==> config.mk <==
export PLATFORM = sky130hd
export DESIGN_NAME = gemm_da_sequencer
export DESIGN_NICKNAME = d
export VERILOG_FILES = /design/src/rtl/gemm_da_sequencer.sv
export SDC_FILE = /design/constraint.sdc
export NUM_CORES = 1
export LEC_CHECK = 0
export ABC_AREA = 1
export CAP_MARGIN = 15
export CORE_MARGIN = 1.5
export CORE_UTILIZATION = 56
export DETAILED_ROUTE_END_ITERATION = 8
export PLACE_DENSITY_LB_ADDON = 0.05
export SLEW_MARGIN = 20
export SYNTH_ARGS = -nofsm -noshare
export SYNTH_HDL_FRONTEND = slang
export SYNTH_SLANG_ARGS = --single-unit
==> constraint.sdc <==
create_clock -name clk -period 8.9 [get_ports clk]
set_input_delay 1.78 -clock clk [delete_from_list [all_inputs] [get_ports clk]]
set_output_delay 1.78 -clock clk [all_outputs]
set_load 0.02 [all_outputs]
==> src/rtl/gemm_da_sequencer.sv <==
// Job-level sequencer for the bit-serial DA GEMM array: tile handshake, array
// bit/row stepping, and a row-result FIFO presented as a valid/ready stream.
module gemm_da_sequencer #(
   parameter int DATA_WIDTH_A   = 8,
   parameter int DATA_WIDTH_OUT = 8,
   parameter int M              = 2,
   parameter int N              = 4,
   parameter int OUT_DEPTH      = 4,
   parameter int GRP_W          = 16,
   localparam int RW            = (M > 1) ? $clog2(M) : 1,
   localparam int DW            = N * DATA_WIDTH_OUT
) (
   input  logic             clk,
   input  logic             rst,
   input  logic             start,
   input  logic [GRP_W-1:0] num_groups,
   input  logic             bias_cfg,
   output logic             busy,
   output logic             done,
   output logic             tile_req,
   input  logic             tile_ack,
   output logic [GRP_W-1:0] tile_idx,
   output logic             arr_gen_done,
   output logic             arr_bias_en,
   output logic             arr_clr,
   input  logic [DW-1:0]    arr_result,
   output logic             out_valid,
   input  logic             out_ready,
   output logic [DW-1:0]    out_data,
   output logic [RW-1:0]    out_row,
   output logic             out_last
);
   localparam int BW = (DATA_WIDTH_A > 1) ? $clog2(DATA_WIDTH_A) : 1;
   localparam int PW = (OUT_DEPTH > 1) ? $clog2(OUT_DEPTH) : 1;
   localparam int CW = $clog2(OUT_DEPTH + 1);

   typedef enum logic [2:0] {S_IDLE, S_LOAD, S_RUN, S_DRAIN, S_DONE} state_t;

   state_t           r_state, w_next;
   logic [GRP_W-1:0] r_num_groups, r_grp_cnt;
   logic             r_bias;
   logic [BW-1:0]    r_bit_cnt;
   logic [RW-1:0]    r_row_cnt;

   logic [DW-1:0]    r_mem_data [OUT_DEPTH];
   logic [RW-1:0]    r_mem_row  [OUT_DEPTH];
   logic             r_mem_last [OUT_DEPTH];
   logic [PW-1:0]    r_wr_ptr, r_rd_ptr;
   logic [CW-1:0]    r_count;

   logic             w_bit_wrap, w_row_last, w_more_grp, w_room;
   logic             w_push, w_pop, w_push_last;
   logic [RW-1:0]    w_push_row;

   assign w_bit_wrap = (r_bit_cnt == BW'(DATA_WIDTH_A - 1));
   assign w_row_last = (r_row_cnt == RW'(M - 1));
   assign w_more_grp = (({1'b0, r_grp_cnt} + (GRP_W+1)'(1)) < {1'b0, r_num_groups});
   // Admitting a tile only with M free slots means captures never need to stall.
   assign w_room     = (r_count <= CW'(OUT_DEPTH - M));

   // Row r lands when the array has finished it, i.e. on the first bit of row r+1.
   assign w_push      = ((r_state == S_RUN) && (r_bit_cnt == '0) && (r_row_cnt != '0))
                        || (r_state == S_DRAIN);
   assign w_push_row  = (r_state == S_DRAIN) ? RW'(M - 1) : (r_row_cnt - RW'(1));
   assign w_push_last = (r_state == S_DRAIN) && !w_more_grp;
   assign w_pop       = out_valid && out_ready;

   always_ff @(posedge clk or posedge rst) begin
      if (rst) r_state <= S_IDLE;
      else     r_state <= w_next;
   end

   always_comb begin
      w_next = r_state;
      case (r_state)
         S_IDLE:  if (start) w_next = (num_groups == '0) ? S_DONE : S_LOAD;
         S_LOAD:  if (tile_ack && w_room) w_next = S_RUN;
         S_RUN:   if (w_bit_wrap && w_row_last) w_next = S_DRAIN;
         S_DRAIN: w_next = w_more_grp ? S_LOAD : S_DONE;
         S_DONE:  w_next = S_IDLE;
         default: w_next = S_IDLE;
      endcase
   end

   always_ff @(posedge clk or posedge rst) begin
      if (rst) begin
         r_num_groups <= '0;
         r_grp_cnt    <= '0;
         r_bias       <= 1'b0;
         r_bit_cnt    <= '0;
         r_row_cnt    <= '0;
      end else begin
         case (r_state)
            S_IDLE: if (start) begin
               r_num_groups <= num_groups;
               r_bias       <= bias_cfg;
               r_grp_cnt    <= '0;
            end
            S_LOAD: begin
               r_bit_cnt <= '0;
               r_row_cnt <= '0;
            end
            S_RUN: begin
               if (w_bit_wrap) begin
                  r_bit_cnt <= '0;
                  r_row_cnt <= w_row_last ? '0 : (r_row_cnt + RW'(1));
               end else begin
                  r_bit_cnt <= r_bit_cnt + BW'(1);
               end
            end
            S_DRAIN: if (w_more_grp) r_grp_cnt <= r_grp_cnt + GRP_W'(1);
            default: ;
         endcase
      end
   end

   always_ff @(posedge clk or posedge rst) begin
      if (rst) begin
         for (int i = 0; i < OUT_DEPTH; i++) begin
            r_mem_data[i] <= '0;
            r_mem_row[i]  <= '0;
            r_mem_last[i] <= 1'b0;
         end
         r_wr_ptr <= '0;
         r_rd_ptr <= '0;
         r_count  <= '0;
      end else begin
         if (w_push) begin
            r_mem_data[r_wr_ptr] <= arr_result;
            r_mem_row[r_wr_ptr]  <= w_push_row;
            r_mem_last[r_wr_ptr] <= w_push_last;
            r_wr_ptr <= (r_wr_ptr == PW'(OUT_DEPTH - 1)) ? '0 : (r_wr_ptr + PW'(1));
         end
         if (w_pop)
            r_rd_ptr <= (r_rd_ptr == PW'(OUT_DEPTH - 1)) ? '0 : (r_rd_ptr + PW'(1));
         case ({w_push, w_pop})
            2'b10:   r_count <= r_count + CW'(1);
            2'b01:   r_count <= r_count - CW'(1);
            default: ;
         endcase
      end
   end

   assign busy         = (r_state != S_IDLE);
   assign done         = (r_state == S_DONE);
   assign tile_req     = (r_state == S_LOAD);
   assign arr_clr      = (r_state == S_LOAD);
   assign tile_idx     = r_grp_cnt;
   assign arr_gen_done = (r_state == S_RUN) || (r_state == S_DRAIN);
   assign arr_bias_en  = arr_gen_done && r_bias;
   assign out_valid    = (r_count != '0);
   assign out_data     = r_mem_data[r_rd_ptr];
   assign out_row      = r_mem_row[r_rd_ptr];
   assign out_last     = out_valid && r_mem_last[r_rd_ptr];
endmodule
==> results of run 1 <==
-- registers in the layout, indices dropped and copies added (netlist names) --
register / count
r_row_cnt: 1
r_bit_cnt: 3
r_num_groups: 16
r_mem_row: 4
r_mem_data: 128
tile_idx: 16
r_rd_ptr: 2
r_mem_last: 4
r_wr_ptr: 2
r_state: 3
r_bias: 1
r_count: 3
-- cell usage after synthesis --
cell type,number
nand2_2,4
nand2_1,241
inv_1,97
buf_12,1
nor3_1,4
clkbuf_1,38
a21oi_4,1
a21o_1,1
nand4_1,6
ha_1,25
xor2_1,9
dfrtp_1,183
buf_1,3
o211ai_1,2
buf_2,11
inv_2,4
nand3_1,27
fa_1,1
o21ai_1,4
a21oi_1,10
o21ai_0,229
o22ai_1,33
buf_4,4
nand3_4,1
inv_6,1
nor2_2,2
nor2_1,96
xnor2_1,7
-- worst max-delay path by stage --
stage                to  slack, ns
6_report       out_last       4.21
4_1_cts        out_last       4.18
5_1_grt        out_last       3.98
3_3_place_gp   out_last       4.67
3_5_place_dp   out_last       4.67
2_1_floorplan    r_bias       2.15
-- placed cells by master, fill, tap and decap left out, types with 7 or more instances in the layout --
master	instances
inv_1	95
nand3_1	27
o22ai_1	33
ha_1	25
clkbuf_16	17
a21oi_1	10
buf_4	7
nor2_1	96
clkdlybuf4s50_1	110
xnor2_1	7
o21ai_0	229
xor2_1	9
nand2_1	238
dfrtp_1	182
-- critical path, stage by stage, from the launching register on --
cell and delay [ns]:
dfrtp_1 0.32, buf_4 0.34, inv_1 0.40, buf_4 0.34, nor2_1 0.11, o21ai_0 0.08
a21oi_1 0.24, clkdlybuf4s50_1 0.65
-- per-layer routing --
metal / up-vias / share of wire (%) / global-route usage, %
met4: 0 / 1.2 / 6.89
met5: - / 0 / 0
met2: 178 / 48 / 40.1
li1: 3550 / - / -
met3: 13 / 3.9 / 4.27
met1: 3342 / 47 / 34.7
-- kinds of logic after synthesis --
logic type | after synthesis
fa+ha+maj | 26
buf+inv | 159
flops | 183
compound gates | 280
xor+xnor | 16
simple gates | 381
-- area by class of cell --
class / count / area, um2 / area share [%]
Clock buffer: 21 / 470 / 4.51
Clock inverter: 11 / 144 / 1.38
Multi-Input combinational cell: 703 / 3460 / 33.1
Sequential cell: 183 / 4580 / 43.9
Tap cell: 188 / 235 / 2.25
Timing Repair Buffer: 117 / 1150 / 11.0
Inverter: 102 / 397 / 3.80
-- power groups by stage --
stage | clock network (mW) | logic [mW] | registers, mW
6_report | 0.781 | 1.76 | 1.43
5_1_grt | 0.829 | 1.97 | 1.48
4_1_cts | 0.793 | 1.77 | 1.43
3_5_place_dp | 0 | 1.77 | 1.43
3_3_place_gp | 0 | 1.73 | 1.43
2_1_floorplan | 0 | 1.17 | 1.40
==> out/results.ini, run 1 <==
[logic_synthesis]
synth_compound_area_share_pct = 16.8
post_synth_num_cell_types = 28
syn_area_cell_um2 = 8.30
synth_top_area_share_pct = 52.8
yosys-top-cells-area = dfrtp_1, o21ai_0, nand2_1
synth_largest_area_cell = dfrtp_1
netlist_instances = 1045
synth_seq_area_share_pct = 52.8
main_combinational_cell_family_by_area_after_synthesis = simple AND/OR/NAND/NOR gates
yosys.area_share.simple_pct = 17.4
synth.yosys.warnings = 0
post_synth_xor_area_fraction_pct = 1.62
yosys.area_share.adder_pct = 3.84
synth.ff_latch_count = 183
syn_area_mm2 = 0.00867
syn-num-nets = 1125
post_synth_mux_area_share_pct = 0

[cells_and_area]
num-nets-final = 1204
final_util_pct = 68.9
flow.area_growth_from_synthesis_pct = 20.4
share_of_layout_cells_above_drive_strength_1_pct = 5.01
final_cell_count_no_fill = 1325
antennaDiodeCount = 0
final_design_area_no_fill_mm2 = 0.0104
layout.filler_cells = 1257

[global_routing]
groute.usage.overall_pct = 24.8
antenna_found_initial = 0
grt_overflow = 0
grt_first_pass_wirelength_um = 32100
largest_net_degree_at_the_start_of_global_routing = 112
vias_in_the_first_global_route = 6631

[sta]
timing.clock.skew_ns = 0.0101
maxSlewViolCount = 0
setup_viol_count_final = 0
final_critical_path_time_including_i_o_delays_and_setup_ns = 4.69
timing.hold.ws_ns = 0.479
timing.setup.tns_ns = 0
worst_slew_pin_slew_ns = 1.09
maxClockFrequency_mhz = 213
grt_setup_unrepaired = no
max_slew_margin_pct = 27.5
final_hold_viol_count = 0
final.period_utilization_pct = 52.7
final.setup.worst_slack_ns = 4.21

[placed_design]
number_of_cells_in_the_design_after_placement = 1293
postPlaceCellArea_mm2 = 0.00982
dpl_hpwl_um = 11900
gp_routability_congestion = 0.818
buffer_ports.inserted = 110
placement.setup.worst_slack_ns = 4.67

[floorplanning]
placeableCoreArea_mm2 = 0.0151
floorplan.die_area_mm2 = 0.0162
dieHeight_um = 127
die_width_um = 127
initial_utilization_pct = 57.3
rows = 45
pin_count = 111

[pwr]
p_switching_mw = 1.57
worst_ir_drop_vdd_mv = 0.224
power.clock.fraction_pct = 19.7
p_seq_share_pct = 36.1
totalPowerFinal_mw = 3.97
switching_power_share_of_the_total_pct = 39.6
powerDensity_mw_per_mm2 = 380
comb_power_share_pct = 44.2
cell_leakage_power_nw = 5.05
cellInternalPower_mw = 2.40

[detailed_routing]
wire_per_inst_um = 14.4
drt-initial-drc-count = 566
route.detailed.vias_per_inst = 5.35
detail_route.drc_violations = 0
total_routed_length_um = 19100
antenna_violating_nets_post_route = 0
num_vias = 7083
drt_pre_antenna_iters = 5

[critical_path]
worst_setup_path_startpoint = r_rd_ptr[1]
critPathMaxFanout = 36
timing.critical_path.to_type = output port
r2r_setup_slack_ns = 5.79
crit_path_start_kind = flip-flop
r2r_cells = 17
criticalPathCategory = reg2out
crit-reg2reg-launch = tile_idx[0]
rr_endpoint = tile_idx[12]
worst-endpoint-arrival_ns = 2.91
cp_data_required_time_ns = 7.12

[clock_network]
clkSlewWorstSetupHoldPaths_ns = 0.07
post_cts_resize_count = 0
cts-buffers-inserted = 17
ctsHtreeMaxLevel = 4
clk_path_buf_depth = 2
cts.root.buffer_cell = clkbuf_16
cts.hold.buffers_added = 0
worst_skew_pair.late_latency_ns = 0.42
cts.repair_timing.setup_buffer_count = 0
cts_sinks = 183
tritoncts = built

[worst_hold_path]
type_of_the_worst_min_delay_path = reg2reg
whs_path_cells = 2
hold_path_end = r_mem_data[51]
launch_point_of_the_worst_hold_path = r_mem_data[51]

[status]
run_status = completed

[job]
max_cap_violations = 0

Power figures use the tool's default switching activity.
==> inputs of run 2 (changes only) <==
==> constraint.sdc (replaced) <==
create_clock -name clk -period 4.4 [get_ports clk]
set_input_delay 0.88 -clock clk [delete_from_list [all_inputs] [get_ports clk]]
set_output_delay 0.88 -clock clk [all_outputs]
set_load 0.02 [all_outputs]
==> run 2 against run 1 <==
  * Wire length grew 2.8%
  * Non-clock buffer count grew 3
  * First-iteration DRC count shrank 12%
  * Clock power grew 84%
  * Via count grew 1.2%
  * Clock skew shrank 0.00059 ns
  * Register-to-register slack lost 4.4 ns
  * Design area shrank 0.18%
  * Cell count grew 0.15%
  * Hold slack gained 0.0017 ns
  * Critical path type unchanged
  * Critical endpoint unchanged
  * Largest power group unchanged
==> out/results.ini, run 2 (synthesis gave the netlist of run 1 again) <==
[status]
run_status = completed  ; unchanged

[critical_path]
timing.critical_path.to_type = output port  ; unchanged
r2r_setup_slack_ns = 1.35  ; was 5.79 ns
worst_setup_path_startpoint = r_rd_ptr[0]  ; was r_rd_ptr[1]
cp_data_required_time_ns = 3.52  ; was 7.12 ns
worst_setup_path_endpoint = out_last  ; unchanged
crit_path_start_kind = flip-flop  ; unchanged
rr_endpoint = tile_idx[15]  ; was tile_idx[12]
worst-endpoint-arrival_ns = 2.64  ; was 2.91 ns
crit-reg2reg-launch = tile_idx[0]  ; unchanged
r2r_cells = 17  ; unchanged
criticalPathCategory = reg2out  ; unchanged
critPathMaxFanout = 70  ; was 36

[clock_network]
post_cts_resize_count = 0  ; unchanged
cts.repair_timing.setup_buffer_count = 0  ; unchanged
worst_skew_pair.late_latency_ns = 0.43  ; was 0.42 ns
cts.root.buffer_cell = clkbuf_16  ; unchanged
ctsHtreeMaxLevel = 4  ; unchanged
clk_path_buf_depth = 2  ; unchanged
tritoncts = built  ; unchanged
cts.hold.buffers_added = 0  ; unchanged
cts_sinks = 183  ; unchanged
cts-buffers-inserted = 17  ; unchanged
clkSlewWorstSetupHoldPaths_ns = 0.07  ; about the same

[placed_design]
buffer_ports.inserted = 110  ; unchanged
gp_routability_congestion = 0.794  ; was 0.818
placement.setup.worst_slack_ns = 1.33  ; was 4.67 ns
dpl_hpwl_um = 12500  ; was 11900 um

[global_routing]
vias_in_the_first_global_route = 6800  ; was 6631
groute.usage.overall_pct = 25.4  ; was 24.8%
largest_net_degree_at_the_start_of_global_routing = 81  ; was 112
grt_overflow = 0  ; unchanged
antenna_found_initial = 0  ; unchanged
grt_first_pass_wirelength_um = 32800  ; was 32100 um

[sta]
worst_slew_pin_slew_ns = 0.902  ; was 1.09 ns
final_critical_path_time_including_i_o_delays_and_setup_ns = 3.52
maxSlewViolCount = 0  ; unchanged
max_slew_margin_pct = 39.7  ; was 27.5%
final.period_utilization_pct = 80.0
setup_viol_count_final = 0  ; unchanged
final_hold_viol_count = 0  ; unchanged
timing.setup.tns_ns = 0  ; unchanged
grt_setup_unrepaired = no  ; unchanged
maxClockFrequency_mhz = 284
timing.clock.skew_ns = 0.00953  ; was 0.0101 ns
final.setup.worst_slack_ns = 0.882  ; was 4.21 ns

[floorplanning]
die_width_um = 127  ; unchanged
floorplan.die_area_mm2 = 0.0162  ; unchanged
dieHeight_um = 127  ; unchanged
initial_utilization_pct = 57.3  ; unchanged
pin_count = 111  ; unchanged
rows = 45  ; unchanged
placeableCoreArea_mm2 = 0.0151  ; unchanged

[worst_hold_path]
type_of_the_worst_min_delay_path = reg2reg  ; unchanged
launch_point_of_the_worst_hold_path = r_mem_data[82]  ; was r_mem_data[51]

[pwr]
worst_ir_drop_vdd_mv = 0.503  ; was 0.224 mV
powerDensity_mw_per_mm2 = 762  ; was 380 mW/mm2
cell_leakage_power_nw = 5.04  ; was 5.05 nW

[cells_and_area]
layout.filler_cells = 1240  ; was 1257
largest_register_ff_count = 128  ; unchanged
num-nets-final = 1207  ; was 1204
max_flop_register = r_mem_data  ; unchanged
share_of_layout_cells_above_drive_strength_1_pct = 5.27  ; was 5.01%
flow.area_growth_from_synthesis_pct = 20.2  ; was 20.4%
final_common_cell = nand2_1  ; unchanged
most_used_cells_in_the_layout_excluding_fill_and_tap_cells = nand2_1, o21ai_0, dfrtp_1, clkdlybuf4s50_1, nor2_1  ; unchanged
antennaDiodeCount = 0  ; unchanged

[detailed_routing]
total_routed_length_um = 19600  ; was 19100 um
antenna_violating_nets_post_route = 0  ; unchanged
drt_pre_antenna_iters = 7  ; was 5
detail_route.drc_violations = 0  ; unchanged
num_vias = 7167  ; was 7083
drt-initial-drc-count = 497  ; was 566
route.detailed.vias_per_inst = 5.40  ; was 5.35
wire_per_inst_um = 14.8  ; was 14.4 um

[job]
max_cap_violations = 0  ; unchanged

## run 2: power breakdown
group,switching [mW],internal (mW)
combinational,2.15,1.45
clock,0.659,0.782
sequential,0.431,2.47
## run 2: final cells by class
| type | instances | area [um2] | share of cell area, % |
|---|---|---|---|
| inverter | 102 | 393 | 3.77 |
| multi-input combinational | 703 | 3460 | 33.2 |
| clock inverter | 14 | 126 | 1.21 |
| timing repair buffer | 120 | 1200 | 11.5 |
| clock buffer | 17 | 425 | 4.08 |
| sequential | 183 | 4580 | 44.0 |
| tap | 188 | 235 | 2.26 |
## run 2: routing by layer
metal	GRT usage, %	part of all wire [%]
met1	34.5	45
met2	42.6	49
met3	4.69	4.5
met4	5.82	1.0
met5	0	0
## run 2: worst min-delay path by stage
stage	to	slack, ns	cells after the start
after floorplan	r_mem_data[32]	0.45	2
after global placement	r_mem_data[32]	0.46	2
after detailed placement	r_mem_data[89]	0.47	2
after CTS	r_mem_data[95]	0.48	2
after global routing	r_mem_data[73]	0.50	2
final	r_mem_data[82]	0.48	2
## run 2: stage by stage
| step | utilization (%) | area (um2) | power, mW | instances | hold WS [ns] |
|---|---|---|---|---|---|
| global placement | 65.1 | 9860 | 6.40 | 1296 | 0.461 |
| finish | 68.8 | 10400 | 7.94 | 1327 | 0.481 |
| detailed placement | 65.1 | 9860 | 6.51 | 1296 | 0.468 |
| global route | 68.8 | 10400 | 8.56 | 1327 | 0.502 |
| CTS | 68.8 | 10400 | 7.98 | 1327 | 0.484 |
| floorplan | - | 8680 | 5.21 | 1045 | 0.448 |
## run 2: worst max-delay path, cell delays in order (launching register included)
cell,delay (ns)
dfrtp_2,0.36
buf_4,0.55
nor2_1,0.12
nor2_1,0.11
o21ai_0,0.10
a21oi_1,0.31
clkdlybuf4s50_1,0.67
==> inputs of run 3 (changes only) <==
==> constraint.sdc (replaced) <==
create_clock -name clk -period 3.6 [get_ports clk]
set_input_delay 0.72 -clock clk [delete_from_list [all_inputs] [get_ports clk]]
set_output_delay 0.72 -clock clk [all_outputs]
set_load 0.02 [all_outputs]
==> run 3 against run 2 <==
  * Sequential share of layout area shrank 0.60 points
  * First-iteration DRC count grew 12%
  * Via count barely moved
  * Sequential power rose by 22%
  * Highest routed layer unchanged
  * Clock power grew 36%
  * Register-to-register slack lost 0.78 ns
  * Critical path type unchanged
  * Clock-buffer cell count is 1 higher
  * Die area stayed put
  * Critical path depth did not move
==> out/results.ini, run 3 (synthesis gave the netlist of run 1 again) <==
[detailed_routing]
antenna_violating_nets_post_route = 0  ; unchanged
route.detailed.vias_per_inst = 5.36  ; was 5.40
num_vias = 7164  ; was 7167
wire_per_inst_um = 14.4  ; was 14.8 um
drt-initial-drc-count = 555  ; was 497
drt_pre_antenna_iters = 4  ; was 7
total_routed_length_um = 19300  ; was 19600 um
detail_route.drc_violations = 0  ; unchanged

[critical_path]
r2r_cells = 17  ; unchanged
r2r_setup_slack_ns = 0.57  ; was 1.35 ns
worst-endpoint-arrival_ns = 2.54  ; was 2.64 ns
criticalPathCategory = reg2out  ; unchanged
cp_data_required_time_ns = 2.88  ; was 3.52 ns
rr_endpoint = tile_idx[13]  ; was tile_idx[15]
critPathMaxFanout = 70  ; unchanged
crit-reg2reg-launch = tile_idx[0]  ; unchanged
timing.critical_path.to_type = output port  ; unchanged
crit_path_start_kind = flip-flop  ; unchanged

[global_routing]
grt_overflow = 0  ; unchanged
grt_first_pass_wirelength_um = 32900  ; was 32800 um
vias_in_the_first_global_route = 6781  ; was 6800
antenna_found_initial = 1  ; was 0
groute.usage.overall_pct = 25.2  ; was 25.4%
largest_net_degree_at_the_start_of_global_routing = 71  ; was 81

[sta]
timing.setup.tns_ns = 0  ; unchanged
max_slew_margin_pct = 44.4  ; was 39.7%
final.setup.worst_slack_ns = 0.338  ; was 0.882 ns
worst_slew_pin_slew_ns = 0.832  ; was 0.902 ns
final_hold_viol_count = 0  ; unchanged
maxSlewViolCount = 0  ; unchanged
final.period_utilization_pct = 90.6
maxClockFrequency_mhz = 307
grt_setup_unrepaired = no  ; unchanged
timing.clock.skew_ns = 0.00822  ; was 0.00953 ns
timing.hold.ws_ns = 0.480  ; was 0.481 ns
final_critical_path_time_including_i_o_delays_and_setup_ns = 3.26
setup_viol_count_final = 0  ; unchanged

[pwr]
cell_leakage_power_nw = 5.11  ; was 5.04 nW
power.clock.fraction_pct = 19.8  ; was 18.2%
totalPowerFinal_mw = 9.90  ; was 7.94 mW
powerDensity_mw_per_mm2 = 937  ; was 762 mW/mm2
worst_ir_drop_vdd_mv = 0.614  ; was 0.503 mV
p_switching_mw = 3.96  ; was 3.24 mW
switching_power_share_of_the_total_pct = 40.0  ; was 40.8%
cellInternalPower_mw = 5.94  ; was 4.70 mW
p_seq_share_pct = 35.7  ; was 36.5%
comb_power_share_pct = 44.5  ; was 45.3%

[placed_design]
dpl_hpwl_um = 12500  ; about the same
gp_routability_congestion = 0.840  ; was 0.794
number_of_cells_in_the_design_after_placement = 1303  ; was 1296
buffer_ports.inserted = 110  ; unchanged
postPlaceCellArea_mm2 = 0.00993  ; was 0.00986 mm2
placement.setup.worst_slack_ns = 0.633  ; was 1.33 ns

[clock_network]
ctsHtreeMaxLevel = 4  ; unchanged
cts-buffers-inserted = 17  ; unchanged
clk_path_buf_depth = 2  ; unchanged
tritoncts = built  ; unchanged
post_cts_resize_count = 0  ; unchanged
cts_sinks = 183  ; unchanged
cts.hold.buffers_added = 0  ; unchanged
clkSlewWorstSetupHoldPaths_ns = 0.07  ; about the same
worst_skew_pair.late_latency_ns = 0.43  ; about the same
cts.repair_timing.setup_buffer_count = 0  ; unchanged
cts.root.buffer_cell = clkbuf_16  ; unchanged

[cells_and_area]
max_flop_register = r_mem_data  ; unchanged
layout.filler_cells = 1240  ; unchanged
largest_register_ff_count = 128  ; unchanged
final_design_area_no_fill_mm2 = 0.0106  ; was 0.0104 mm2
num-nets-final = 1214  ; was 1207
share_of_layout_cells_above_drive_strength_1_pct = 5.93  ; was 5.27%
most_used_cells_in_the_layout_excluding_fill_and_tap_cells = nand2_1, o21ai_0, dfrtp_1, clkdlybuf4s50_1, nor2_1  ; unchanged
final_cell_count_no_fill = 1336  ; was 1327
final_util_pct = 69.8  ; was 68.8%
final_common_cell = nand2_1  ; unchanged
flow.area_growth_from_synthesis_pct = 21.8  ; was 20.2%

[floorplanning]
rows = 45  ; unchanged
die_width_um = 127  ; unchanged
dieHeight_um = 127  ; unchanged
initial_utilization_pct = 57.3  ; unchanged
floorplan.die_area_mm2 = 0.0162  ; unchanged
placeableCoreArea_mm2 = 0.0151  ; unchanged
pin_count = 111  ; unchanged

[worst_hold_path]
launch_point_of_the_worst_hold_path = r_mem_data[55]  ; was r_mem_data[82]
type_of_the_worst_min_delay_path = reg2reg  ; unchanged
hold_path_end = r_mem_data[55]  ; was r_mem_data[82]
whs_path_cells = 2  ; unchanged

[job]
max_cap_violations = 0  ; unchanged

[status]
run_status = completed  ; unchanged

==> run 3: how the worst max path moves through the flow <==
stage	startpoint	end	slack, ns	cells past startpoint
6_report	r_rd_ptr[0]	out_last	0.34	6
5_1_grt	r_rd_ptr[0]	out_last	0.14	6
4_1_cts	r_rd_ptr[0]	out_last	0.31	6
3_5_place_dp	tile_idx[0]	tile_idx[13]	0.63	17
3_3_place_gp	tile_idx[0]	tile_idx[5]	0.80	17
2_1_floorplan	rst	r_bias	0.53	1
==> run 3: cell type report <==
class                      count  area (um2)  area share (%)
tap                          188         235            2.23
antenna                        1        2.50          0.0237
clock inverter                14         191            1.81
clock buffer                  18         439            4.16
multi-input combinational    703        3460            32.7
inverter                     102         392            3.71
timing repair buffer         127        1270            12.0
sequential                   183        4580            43.4
==> run 3: metal layers <==
layer | wire length (um) | track usage [%] | up-vias
li1 | - | - | 3577
met2 | 9440 | 42.4 | 183
met3 | 891 | 4.48 | 21
met5 | 0 | 0 | -
met1 | 8710 | 34.4 | 3383
met4 | 209 | 5.88 | 0
==> run 3: critical path: stages (launching register included) <==
cell	delay [ns]
dfrtp_2	0.36
buf_4	0.55
nor2_1	0.11
nor2_1	0.11
o21ai_0	0.09
a21oi_1	0.22
clkdlybuf4s50_1	0.65
==> run 3: power groups by stage <==
stage	Combinational (mW)	Clock (mW)	Sequential, mW
6_report	4.41	1.96	3.53
2_1_floorplan	2.90	0	3.46
3_3_place_gp	4.33	0	3.52
5_1_grt	4.94	2.07	3.66
3_5_place_dp	4.42	0	3.53
4_1_cts	4.45	2.00	3.52
